$ cat src/rtl/bist_pkg.sv
// Shared types and defaults for the BIST session controller.
// Holds the FSM encoding and seed/timeout constants.
package bist_pkg;

  typedef enum logic [2:0] {
    S_IDLE,
    S_LOAD,
    S_KICK,
    S_WAIT,
    S_CHECK,
    S_FINISH
  } state_t;

  localparam int SRSG_SEED_DEF = 5;
  localparam int SISR_SEED_DEF = 24;
  localparam int TIMEOUT_DEF   = 4096;

  function automatic int idx_w(input int n);
    return (n > 1) ? $clog2(n) : 1;
  endfunction

endpackage

$ cat src/rtl/bist_cfg_table.sv
// Configuration table: per-entry SRSG/SISR polynomials and golden signature.
// Synchronous write, combinational read, cleared by reset.
module bist_cfg_table
  import bist_pkg::*;
#(
  parameter int NUM_CFG = 4,
  parameter int SW      = 16,
  parameter int QW      = 16,
  parameter int IW      = 2
) (
  input  logic          clk,
  input  logic          rst_n,
  input  logic          i_wr_en,
  input  logic [IW-1:0] i_wr_addr,
  input  logic [SW-1:0] i_srsg,
  input  logic [QW-1:0] i_sisr,
  input  logic [QW-1:0] i_gold,
  input  logic [IW-1:0] i_rd_addr,
  output logic [SW-1:0] o_srsg,
  output logic [QW-1:0] o_sisr,
  output logic [QW-1:0] o_gold
);

  logic [SW-1:0] r_srsg [NUM_CFG];
  logic [QW-1:0] r_sisr [NUM_CFG];
  logic [QW-1:0] r_gold [NUM_CFG];

  logic w_wrOk;
  logic w_rdOk;

  assign w_wrOk = i_wr_en && (int'(i_wr_addr) < NUM_CFG);
  assign w_rdOk = int'(i_rd_addr) < NUM_CFG;

  always_ff @(posedge clk or negedge rst_n) begin
    if (!rst_n) begin
      for (int k = 0; k < NUM_CFG; k++) begin
        r_srsg[k] <= '0;
        r_sisr[k] <= '0;
        r_gold[k] <= '0;
      end
    end else if (w_wrOk) begin
      r_srsg[i_wr_addr] <= i_srsg;
      r_sisr[i_wr_addr] <= i_sisr;
      r_gold[i_wr_addr] <= i_gold;
    end
  end

  assign o_srsg = w_rdOk ? r_srsg[i_rd_addr] : '0;
  assign o_sisr = w_rdOk ? r_sisr[i_rd_addr] : '0;
  assign o_gold = w_rdOk ? r_gold[i_rd_addr] : '0;

endmodule

$ cat src/rtl/bist_session_ctrl.sv
// BIST session controller: walks the config table, kicks the monitor,
// waits for its done edge or a timeout, and compares against golden.
module bist_session_ctrl
  import bist_pkg::*;
#(
  parameter int SRSG_Size    = 16,
  parameter int SISR_Size    = 16,
  parameter int NUM_CFG      = 4,
  parameter int SRSG_SeedVal = SRSG_SEED_DEF,
  parameter int SISR_SeedVal = SISR_SEED_DEF,
  parameter int TIMEOUT      = TIMEOUT_DEF
) (
  input  logic                          clk,
  input  logic                          masterRstN,
  input  logic                          start,
  input  logic [$clog2(NUM_CFG):0]      numCfg,
  input  logic                          cfgWrEn,
  input  logic [idx_w(NUM_CFG)-1:0]     cfgWrAddr,
  input  logic [SRSG_Size-1:0]          srsgPolyIn,
  input  logic [SISR_Size-1:0]          sisrPolyIn,
  input  logic [SISR_Size-1:0]          goldenIn,
  input  logic                          monDone,
  input  logic [SISR_Size-1:0]          SISR_Out,
  output logic                          monRst,
  output logic [SRSG_Size-1:0]          SRSG_Seed,
  output logic [SRSG_Size-1:0]          SRSG_Poly,
  output logic [SISR_Size-1:0]          SISR_Seed,
  output logic [SISR_Size-1:0]          SISR_Poly,
  output logic [idx_w(NUM_CFG)-1:0]     cfgIdx,
  output logic                          busy,
  output logic                          done,
  output logic                          pass,
  output logic [NUM_CFG-1:0]            failMap,
  output logic                          timeoutErr
);

  localparam int IW = idx_w(NUM_CFG);
  localparam int CW = $clog2(NUM_CFG) + 1;
  localparam int TW = $clog2(TIMEOUT) + 1;

  state_t r_state;
  state_t w_next;

  logic [CW-1:0]        r_runCnt;
  logic [IW-1:0]        r_idx;
  logic [SRSG_Size-1:0] r_srsgPoly;
  logic [SISR_Size-1:0] r_sisrPoly;
  logic [TW-1:0]        r_tmo;
  logic                 r_monPrev;
  logic                 r_skip;
  logic [NUM_CFG-1:0]   r_failMap;
  logic                 r_pass;
  logic                 r_done;
  logic                 r_tmoErr;

  logic                 w_wrEn;
  logic [SRSG_Size-1:0] w_tSrsg;
  logic [SISR_Size-1:0] w_tSisr;
  logic [SISR_Size-1:0] w_tGold;
  logic                 w_rise;
  logic                 w_tmoHit;
  logic                 w_last;
  logic                 w_mismatch;
  logic [CW-1:0]        w_runLat;

  assign w_wrEn = cfgWrEn && (r_state == S_IDLE);

  bist_cfg_table #(
    .NUM_CFG (NUM_CFG),
    .SW      (SRSG_Size),
    .QW      (SISR_Size),
    .IW      (IW)
  ) u_table (
    .clk       (clk),
    .rst_n     (masterRstN),
    .i_wr_en   (w_wrEn),
    .i_wr_addr (cfgWrAddr),
    .i_srsg    (srsgPolyIn),
    .i_sisr    (sisrPolyIn),
    .i_gold    (goldenIn),
    .i_rd_addr (r_idx),
    .o_srsg    (w_tSrsg),
    .o_sisr    (w_tSisr),
    .o_gold    (w_tGold)
  );

  assign w_rise     = monDone && !r_monPrev;
  assign w_tmoHit   = (r_tmo == TW'(TIMEOUT - 1));
  assign w_last     = (CW'(r_idx) + CW'(1)) == r_runCnt;
  assign w_mismatch = (SISR_Out != w_tGold);
  assign w_runLat   = (numCfg > CW'(NUM_CFG)) ? CW'(NUM_CFG) : numCfg;

  always_comb begin
    w_next = r_state;
    unique case (r_state)
      S_IDLE: begin
        if (start) begin
          w_next = (w_runLat == '0) ? S_FINISH : S_LOAD;
        end
      end
      S_LOAD:  w_next = S_KICK;
      S_KICK:  w_next = S_WAIT;
      S_WAIT: begin
        if (w_rise || w_tmoHit) begin
          w_next = S_CHECK;
        end
      end
      S_CHECK:  w_next = w_last ? S_FINISH : S_LOAD;
      S_FINISH: w_next = S_IDLE;
      default:  w_next = S_IDLE;
    endcase
  end

  always_ff @(posedge clk or negedge masterRstN) begin
    if (!masterRstN) begin
      r_state <= S_IDLE;
    end else begin
      r_state <= w_next;
    end
  end

  always_ff @(posedge clk or negedge masterRstN) begin
    if (!masterRstN) begin
      r_runCnt   <= '0;
      r_idx      <= '0;
      r_srsgPoly <= '0;
      r_sisrPoly <= '0;
      r_tmo      <= '0;
      r_monPrev  <= 1'b0;
      r_skip     <= 1'b0;
      r_failMap  <= '0;
      r_pass     <= 1'b0;
      r_done     <= 1'b0;
      r_tmoErr   <= 1'b0;
    end else begin
      r_monPrev <= monDone;
      r_done    <= 1'b0;
      unique case (r_state)
        S_IDLE: begin
          if (start) begin
            r_runCnt  <= w_runLat;
            r_idx     <= '0;
            r_failMap <= '0;
            r_pass    <= 1'b0;
            r_tmoErr  <= 1'b0;
          end
        end
        S_LOAD: begin
          r_srsgPoly <= w_tSrsg;
          r_sisrPoly <= w_tSisr;
        end
        S_KICK: begin
          r_tmo  <= '0;
          r_skip <= 1'b0;
        end
        S_WAIT: begin
          if (!w_rise) begin
            if (w_tmoHit) begin
              r_failMap[r_idx] <= 1'b1;
              r_tmoErr         <= 1'b1;
              r_skip           <= 1'b1;
            end else begin
              r_tmo <= r_tmo + TW'(1);
            end
          end
        end
        S_CHECK: begin
          if (!r_skip && w_mismatch) begin
            r_failMap[r_idx] <= 1'b1;
          end
          if (!w_last) begin
            r_idx <= r_idx + IW'(1);
          end
        end
        // done and pass become visible together, the cycle after FINISH
        S_FINISH: begin
          r_done <= 1'b1;
          r_pass <= (r_failMap == '0);
        end
        default: ;
      endcase
    end
  end

  assign monRst     = (r_state == S_KICK);
  assign busy       = (r_state != S_IDLE);
  assign done       = r_done;
  assign pass       = r_pass;
  assign failMap    = r_failMap;
  assign timeoutErr = r_tmoErr;
  assign cfgIdx     = r_idx;
  assign SRSG_Poly  = r_srsgPoly;
  assign SISR_Poly  = r_sisrPoly;
  assign SRSG_Seed  = SRSG_Size'(SRSG_SeedVal);
  assign SISR_Seed  = SISR_Size'(SISR_SeedVal);

endmodule

$ cat config.mk
export PLATFORM = sky130hd
export DESIGN_NAME = bist_session_ctrl
export DESIGN_NICKNAME = d
export VERILOG_FILES = /design/src/rtl/bist_pkg.sv /design/src/rtl/bist_cfg_table.sv /design/src/rtl/bist_session_ctrl.sv
export SDC_FILE = /design/constraint.sdc
export NUM_CORES = 1
export LEC_CHECK = 0
export CORE_UTILIZATION = 40
export CTS_CLUSTER_DIAMETER = 150
export DETAILED_ROUTE_END_ITERATION = 12
export GPL_TIMING_DRIVEN = 0
export PLACE_DENSITY = 0.63
export SYNTH_ARGS = -nofsm -noshare
export SYNTH_HDL_FRONTEND = slang
export SYNTH_HIERARCHICAL = 1
export SYNTH_SLANG_ARGS = --single-unit
$ cat constraint.sdc
create_clock -name clk -period 5 [get_ports clk]
set_input_delay 1.25 -clock clk [delete_from_list [all_inputs] [get_ports clk]]
set_output_delay 1.25 -clock clk [all_outputs]
set_load 0.05 [all_outputs]
==> impl.org, run 1 <==
** GRT
- Overflow left after global routing :: 0
- All-layer global routing usage :: 16.7%
- Global-route wire length before repair :: between 30 and 40 mm
- Antenna violations before repair :: 0
- Entering global routing, the biggest net connects between 100 and 150 pins.
- The number of global-route vias before repair came to 6,815.

** Worst hold path
- Along the worst hold path, the cell count comes to 1.
- Class of the tightest hold or removal check :: reg2reg
- Destination of the worst hold path :: u_table/r_gold[24]
- The startpoint identified for the worst hold timing path is u_table/r_gold[24].

** Clock tree
- Once the clock tree was built, the resizer swapped 0 gates to a different size.
- Clock-pin slew on the worst setup and hold paths :: 0.06 ns
- TritonCTS clock tree :: built
- The number of setup buffers added after CTS is 0.
- H-Tree Level Count :: 1
- Cts-stage hold buffer count :: 0
- The number of clock buffers added by TritonCTS is 29.
- Clock tree synthesis selected as its root buffer the cell sky130_fd_sc_hd__clkbuf_16.
- Maximum clock insertion buffer count :: 3
- CTS saw 254 sinks.
- Source-to-sink clock delay at the later pin of the worst-skew pair :: 0.55 ns

** Setup path
- The critical path crosses 5 cells after its start point.
- Standard cell with the maximum stage delay on the critical path :: sky130_fd_sc_hd__clkdlybuf4s50_1
- Worst R2R Start :: cfgIdx[0]
- The signal on the critical path passes through buf_2, nor2b_1, nor2b_1, clkbuf_1, clkdlybuf4s50_1.
- Req. time, crit path :: 3.75 ns
- For flop-to-flop paths, the worst setup slack is 1.67 ns.
- The worst setup path is captured at an output pin.
- The critical path is of the reg2out type.
- Max incr delay on CP :: 0.89 ns
- Measured in cells, the most critical reg-to-reg path has a length of 8.
- CP Max Fanout :: 10
- Worst EP arrival :: ~2.9 ns
- The cell that appears most often on the critical path is sky130_fd_sc_hd__nor2b_1.
- The endpoint identified for the worst register-to-register timing path is failMap[1].
- Buffers & Inverters on Critical Path :: 3
- The worst setup path is launched from a register.
- Among cell families on the critical path, the largest total delay comes from buffers and inverters.

** Synthesis
- sky130_fd_sc_hd__dfrtp_1 takes more of the synthesized area than any other cell.
- Post-Syn Instances :: ~740
- Area share of the largest cell type after synthesis :: 55.6%
- Yosys printed 6 warnings.
- Most common flop cell mapped by yosys :: sky130_fd_sc_hd__dfrtp_1
- Share of the yosys chip area belonging to registers :: 55.6%
- Post-synth EDFFs :: 0
- In this run, synthesis produced a sequential element count of between 200 and 300.
- Cells taking the most area after synthesis :: sky130_fd_sc_hd__dfrtp_1 56%, sky130_fd_sc_hd__mux2_2 22%, sky130_fd_sc_hd__mux4_2 9.5%
- After synthesis, the share of flip-flops with an asynchronous set or reset is 100%.
- Netlist cell types :: 48
- After synthesis, the mean cell area works out to 15.5 sq um.
- In this run the cell area of the synthesized design comes to 0.0114 sq mm.

** Detailed routing
- The detailed router finished its first iteration with approximately 320 violations.
- In the final routed layout, each cell accounts on average for about 18 um.
- Routed via count divided by cell count :: 4.95
- The routed design has 23.5 mm of wire.
- In this run the remaining antenna-violating nets after routing total 0.
- First-pass iteration count of the detailed router :: 4
- For this run, design rule violations remaining after detail routing come to 0.
- The final route contains 6,508 vias.

** Place
- Quantity of I/O buffers inserted on ports :: 116
- The congestion estimate from routability-driven global placement came to 0.776.
- Hpwl dp :: 15.6 mm
- Cell area after placement :: 0.0132 sq mm

** Power and ir drop
- The worst-case IR drop observed on VDD is 330 uV.
- Leakage :: 6.18 nW
- Dividing total power by cell area gives a power density of between 600 and 700 mW/mm^2.

** Layout
- Count of antenna diodes in the layout :: 0
- Cells fill just over 50% of the core in the end.
- Final net count :: 995
- Cells with a size suffix above 1 make up around 43% of the layout.
- In the layout the commonest cells are 254 x sky130_fd_sc_hd__dfrtp_1, 224 x sky130_fd_sc_hd__mux2_2, 115 x sky130_fd_sc_hd__clkdlybuf4s50_1.
- Fill cell total of the finished layout :: 2,474
- The finished cells cover 0.0142 sq mm.
- Compared with the post-synthesis result, the final layout area differs by 24.0%.
- Most common library cell in the layout ignoring fill and taps :: sky130_fd_sc_hd__dfrtp_1

** Timing
- Worst slew margin :: 51.3%
- The number of hold violations in the final report is 0.
- The worst path in the final design needs a cycle of 4.17 ns, including I/O delays and setup.
- Final period utilization :: 83.4%
- Setup repair after global routing left no endpoint under its margin.
- Count of endpoints failing setup in the final report :: 0
- Worst-Margin Slew :: 0.730 ns
- On the final layout, the worst clock skew is 0.0165 ns.
- Total count of max-transition violations in the final report :: 0
- Final worst hold slack :: 0.497 ns
- Derived from the worst setup path, the maximum achievable clock frequency is roughly 240 MHz.

** Floorplanning
- The die is 171 um tall.
- In this run the standard cell core region covers 0.0279 sq mm.
- During I/O placement, the number of pins put on the boundary was 149.
- The die covers 0.0292 sq mm.
- Once the floorplan was initialized, standard cells occupied 40.9% of the core.
- The die is around 170 um wide.
- Cell Rows :: 61

** Job
- The tool flagged a number of max-cap violations equal to 0.

** Status
- Outcome :: finished clean
metal layers:
layer / routed length (um) / GRT usage, % / up-vias
li1: - / - / 2996
met5: 0 / 0 / -
met1: 10900 / 23.0 / 3342
met2: 11200 / 27.6 / 141
met4: 374 / 3.96 / 0
met3: 1050 / 2.87 / 29
registers in the layout, summed over array words and instances, names as in the netlist:
register,cells
SISR_Poly,16
u_table/r_gold,64
u_table/r_sisr,64
r_tmo,13
r_runCnt,3
done,1
u_table/r_srsg,64
SRSG_Poly,16
failMap,4
timeoutErr,1
r_state,3
r_monPrev,1
r_skip,1
pass,1
cfgIdx,2
kinds of logic (layout without fill, tap and decap cells):
family / after synthesis / after routing / share of synthesized area, %
muxes: 276 / 276 / 31.9
other: 2 / 32 / 0.0657
and+or+nand+nor: 76 / 76 / 4.24
adders and majority gates: 5 / 5 / 0.547
DFF: 254 / 254 / 55.6
AOI/OAI and AO/OA: 21 / 21 / 1.29
buffers and inverters: 74 / 243 / 4.11
xor gates and xnor gates: 29 / 29 / 2.22
final cells by class:
cell class	count	area (sq um)	area share (%)
buffer	70	454	3.21
timing repair buffer	118	1220	8.62
clock buffer	46	900	6.35
clock inverter	5	35.0	0.247
inverter	4	15.0	0.106
multi-input combinational	439	4710	33.3
tap	378	473	3.34
sequential	254	6360	44.9
worst max path at each step:
stage,start,endpoint
after floorplan,cfgIdx[0],failMap[0]
after global placement,masterRstN,SISR_Poly[10]
after detailed placement,r_state[2],monRst
after CTS,r_state[2],monRst
after global routing,r_state[2],monRst
final,r_state[2],monRst
synthesized netlist by cell type, types with 2 or more instances:
| cell type | number |
|---|---|
| sky130_fd_sc_hd__a21oi_1 | 5 |
| sky130_fd_sc_hd__a22o_1 | 5 |
| sky130_fd_sc_hd__buf_2 | 24 |
| sky130_fd_sc_hd__buf_4 | 43 |
| sky130_fd_sc_hd__clkbuf_1 | 3 |
| sky130_fd_sc_hd__conb_1 | 2 |
| sky130_fd_sc_hd__dfrtp_1 | 254 |
| sky130_fd_sc_hd__ha_1 | 5 |
| sky130_fd_sc_hd__inv_1 | 4 |
| sky130_fd_sc_hd__mux2_1 | 2 |
| sky130_fd_sc_hd__mux2_2 | 224 |
| sky130_fd_sc_hd__mux2i_1 | 2 |
| sky130_fd_sc_hd__mux4_2 | 48 |
| sky130_fd_sc_hd__nand2_1 | 12 |
| sky130_fd_sc_hd__nand2b_1 | 3 |
| sky130_fd_sc_hd__nand3_1 | 5 |
| sky130_fd_sc_hd__nand3b_1 | 3 |
| sky130_fd_sc_hd__nand4_1 | 2 |
| sky130_fd_sc_hd__nor2_1 | 15 |
| sky130_fd_sc_hd__nor2b_1 | 4 |
| sky130_fd_sc_hd__nor3_1 | 4 |
| sky130_fd_sc_hd__nor3b_1 | 3 |
| sky130_fd_sc_hd__nor3b_2 | 2 |
| sky130_fd_sc_hd__nor4_1 | 8 |
| sky130_fd_sc_hd__o21ai_0 | 5 |
| sky130_fd_sc_hd__xnor2_1 | 12 |
| sky130_fd_sc_hd__xor2_1 | 17 |
where the power goes:
group	internal (W)	total, W	switching [W]
combinational	0.00171	0.00323	0.00152
sequential	0.00298	0.00342	0.000446
clock	0.00122	0.00205	0.000822
through the flow:
step	setup WS, ns	std cells	power, W	setup TNS [ns]
after detailed placement	1.38	1263	0.00672	0
after floorplan	2.05	767	0.00580	0
after CTS	0.793	1314	0.00880	0
after global placement	-8.55	1261	0.00666	-2166.11
after global routing	0.687	1314	0.00920	0
final	0.832	1314	0.00869	0
Note: power is estimated with default switching activity, not from simulation.
==> run 2, diff against run 1 <==
--- a/config.mk
+++ b/config.mk
@@ -9,7 +9,7 @@
 export CTS_CLUSTER_DIAMETER = 150
 export DETAILED_ROUTE_END_ITERATION = 12
 export GPL_TIMING_DRIVEN = 0
-export PLACE_DENSITY = 0.63
+export PLACE_DENSITY = 0.65
 export SYNTH_ARGS = -nofsm -noshare
 export SYNTH_HDL_FRONTEND = slang
 export SYNTH_HIERARCHICAL = 1
==> constraint.sdc (replaced) <==
create_clock -name clk -period 3.6 [get_ports clk]
set_input_delay 0.9 -clock clk [delete_from_list [all_inputs] [get_ports clk]]
set_output_delay 0.9 -clock clk [all_outputs]
set_load 0.05 [all_outputs]
==> impl.org, run 2 (same netlist as run 1, synthesis figures left out) <==
** Detailed routing
- The number of vias in the routed layout is 6,511 (+0.046%).
- The detailed-routing iteration count for the pre-antenna-repair pass is 4 (unchanged).
- Antenna-violating nets left :: 0 (unchanged)
- DRT Wirelength :: 23.4 mm (-0.53%)
- Routed via count divided by cell count :: 4.95 (about the same)
- Iteration-0 DRC count of the detailed router :: 260 (-18%)
- Remaining DRCs :: 0 (unchanged)
- The routed length per placed instance was 17.8 um (-0.60%).

** Setup path
- The data required time of the critical path came to 4.01 ns (+0.26 ns).
- Standard cell with the maximum stage delay on the critical path :: sky130_fd_sc_hd__mux4_2
- The critical path data arrival time came to 3.76 ns (+0.84 ns).
- Worst R2R Start :: cfgIdx[0]
- Endpoint type of the worst setup path :: register
- Library cell appearing most often on the critical path :: sky130_fd_sc_hd__buf_4
- STA classifies the critical path startpoint as a register.
- The delay of the slowest cell on the worst path is 0.56 ns (-0.33 ns).
- The cell depth of the worst flop-to-flop path came to 8 (unchanged).
- The worst setup path is of the reg2reg kind.
- Worst setup path startpoint :: cfgIdx[0]
- Crit-path cells :: buf_4, buf_4, mux4_2, xor2_1, nor4_1, a41oi_1, o221a_2, a22o_1
- CP Max Fanout :: 10 (unchanged)

** Power and ir drop
- The final total power came to 0.0124 W (+43%).
- The peak supply drop is 478 uV (+45%).
- Total power per unit cell area :: 870 mW/mm^2 (+42%)
- The static leakage is 6.24 nW (+0.84%).

** GRT
- Maximum number of pins on one net before global-route repair :: 109 (unchanged)
- All-layer global routing usage :: 16.6% (-0.12 points)
- Global-route wire length before repair :: 37.5 mm (-1.3%)
- The number of global-route vias before repair is 6,693 (-1.8%).
- Antenna violations before repair :: 1 (+1)
- Overflow left after global routing :: 0 (unchanged)

** Clock tree
- Source-to-sink clock delay at the later pin of the worst-skew pair :: 0.54 ns (about the same)
- The number of buffers inserted by hold repair at cts came to 0 (unchanged).
- The register clock-pin slew on the reported worst setup and hold paths is 0.06 ns (about the same).
- Number of setup buffers added after CTS :: 0 (unchanged)
- H-Tree Level Count :: 1 (unchanged)
- The number of buffers created by CTS is 28 (-3.4%).
- Root buffer cell :: sky130_fd_sc_hd__clkbuf_16
- Maximum clock insertion buffer count :: 3 (unchanged)
- Clock net sink count :: 254 (unchanged)
- TritonCTS clock tree :: built

** Timing
- The number of hold violations in the final report was 0 (unchanged).
- Worst Skew :: 0.0132 ns (-0.00338 ns)
- The slew of the pin with the lowest slew margin was 0.781 ns (+0.0508 ns).
- The worst setup margin is 0.256 ns (-0.576 ns).
- The worst path needs 3.34 ns of the cycle, external delays included.
- Final period utilization :: 92.9%
- The final number of max-transition violations is 0 (unchanged).
- Count of endpoints failing setup in the final report :: 0 (unchanged)
- The relative slew slack is 47.9% (-3.4 points).
- Setup repair after global routing left no endpoint under its margin.
- Timing would allow up to between 200 and 300 MHz.

** Floorplanning
- Cell Rows :: 61 (unchanged)
- Vertical die dimension :: 171 um (unchanged)
- Initial cell density of the core :: 40.9% (unchanged)
- Die Area :: 0.0292 sq mm (unchanged)
- The horizontal extent of the die was 171 um (unchanged).
- The placeable core region was 0.0279 sq mm (unchanged).
- The count of pins on the block boundary is 149 (unchanged).

** Layout
- The area growth from synthesis to layout is 25.0%.
- Final core occ :: 51.1% (+0.41 points)
- Count of antenna diodes in the layout :: 0 (unchanged)
- The final standard cell area without fillers was 0.0143 sq mm (+0.80%).
- Most common library cell in the layout ignoring fill and taps :: sky130_fd_sc_hd__dfrtp_1
- Fill cell total of the finished layout :: 2,425 (-2.0%)
- The largest registers in the layout are u_table/r_gold x64, u_table/r_sisr x64, u_table/r_srsg x64.
- The library cells used most frequently in the layout, excluding fill and tap cells, are 254 x sky130_fd_sc_hd__dfrtp_1, 224 x sky130_fd_sc_hd__mux2_2, 114 x sky130_fd_sc_hd__clkdlybuf4s50_1.
- Share of layout cells above drive strength 1 :: 43.1% (+0.59 points)
- The number of nets at the end of the flow was 994 (-0.10%).
- The non-filler instance count after layout was 1,315 (+0.076%).

** Place
- Cell area after placement :: 0.0132 sq mm (unchanged)
- Quantity of I/O buffers inserted on ports :: 116 (unchanged)
- The final weighted congestion in routability-driven placement came to 0.774 (-0.22%).
- The count of placed standard cells including taps was 1,263 (unchanged).
- The total half-perimeter wirelength after legalization and detailed placement came to 15.6 mm (-0.24%).
- The post-placement setup slack came to 0.208 ns (-1.18 ns).

** Job
- The max-cap check violation count was 0 (unchanged).

** Worst hold path
- Class of the tightest hold or removal check :: in2async

** Status
- The flow ran to the end, and the final reports show no timing, DRC or antenna violations.
## run 2: changes by cell type in the layout (fill, tap and decap cells not counted)
cell	before	now
sky130_fd_sc_hd__clkbuf_16	29	28
sky130_fd_sc_hd__bufinv_16	0	7
sky130_fd_sc_hd__clkbuf_8	11	5
sky130_fd_sc_hd__clkinv_2	3	7
sky130_fd_sc_hd__clkdlybuf4s50_1	115	114
sky130_fd_sc_hd__clkinvlp_4	0	2
sky130_fd_sc_hd__clkinv_8	0	1
sky130_fd_sc_hd__clkbuf_1	9	5
sky130_fd_sc_hd__clkbuf_2	0	1
sky130_fd_sc_hd__inv_8	1	0
sky130_fd_sc_hd__inv_6	1	0
## run 2: area by class of cell
class / count / area, sq um / share of cell area, %
plain buffers: 70 / 454 / 3.18
clock buffers: 35 / 777 / 5.44
clock inverters: 17 / 277 / 1.94
inverters: 4 / 15.0 / 0.105
multi-input cells: 439 / 4710 / 33.0
flip-flops and latches: 254 / 6360 / 44.5
well taps: 378 / 473 / 3.31
repair buffers: 118 / 1220 / 8.52
## run 2: worst paths after layout
path / endpoint / slack [ns]
hold reg to reg: u_table/r_sisr[27] / 0.49
min in group clk: u_table/r_sisr[27] / 0.49
setup / recovery: failMap[2] / 0.26
hold / removal: r_tmo[8] / 0.32
setup reg to reg: failMap[2] / 0.26
max in group asynchronous: u_table/r_srsg[10] / 2.35
## run 2: timing repair
| item | in CTS | in global routing |
|---|---|---|
| pin swaps | 0 | 0 |
| gates resized for setup | 1 | 2 |
| endpoints found under the hold margin | 0 | 0 |
| endpoints found under the setup margin | 1 | 1 |
## run 2: where the power goes
group	internal [W]	switching [W]	total, W
clock network	0.00203	0.00115	0.00318
registers	0.00413	0.000618	0.00475
logic	0.00237	0.00213	0.00450
## run 2: layer usage
metal  track usage, %  share of wire, %  up-vias
met5                0             0.043        -
met4             3.22               1.6        2
met3             3.17               4.7       33
met2             27.0                47      124
met1             23.3                46     3363
li1                 -                 -     2989
## run 2: critical path, delay by kind of cell, from the launching register on
family	cells	cell delay, ns
buf+inv	2	0.61
xor+xnor	1	0.18
flops	1	0.54
simple gates	1	0.51
compound gates	3	0.81
mux	1	0.56
## run 2: per-stage QoR
step,hold WS [ns],setup TNS [ns]
3_5_place_dp,0.477,0
4_1_cts,0.329,0
6_report,0.316,0
2_1_floorplan,0.459,0
3_3_place_gp,0.476,-2418.90
5_1_grt,0.347,0
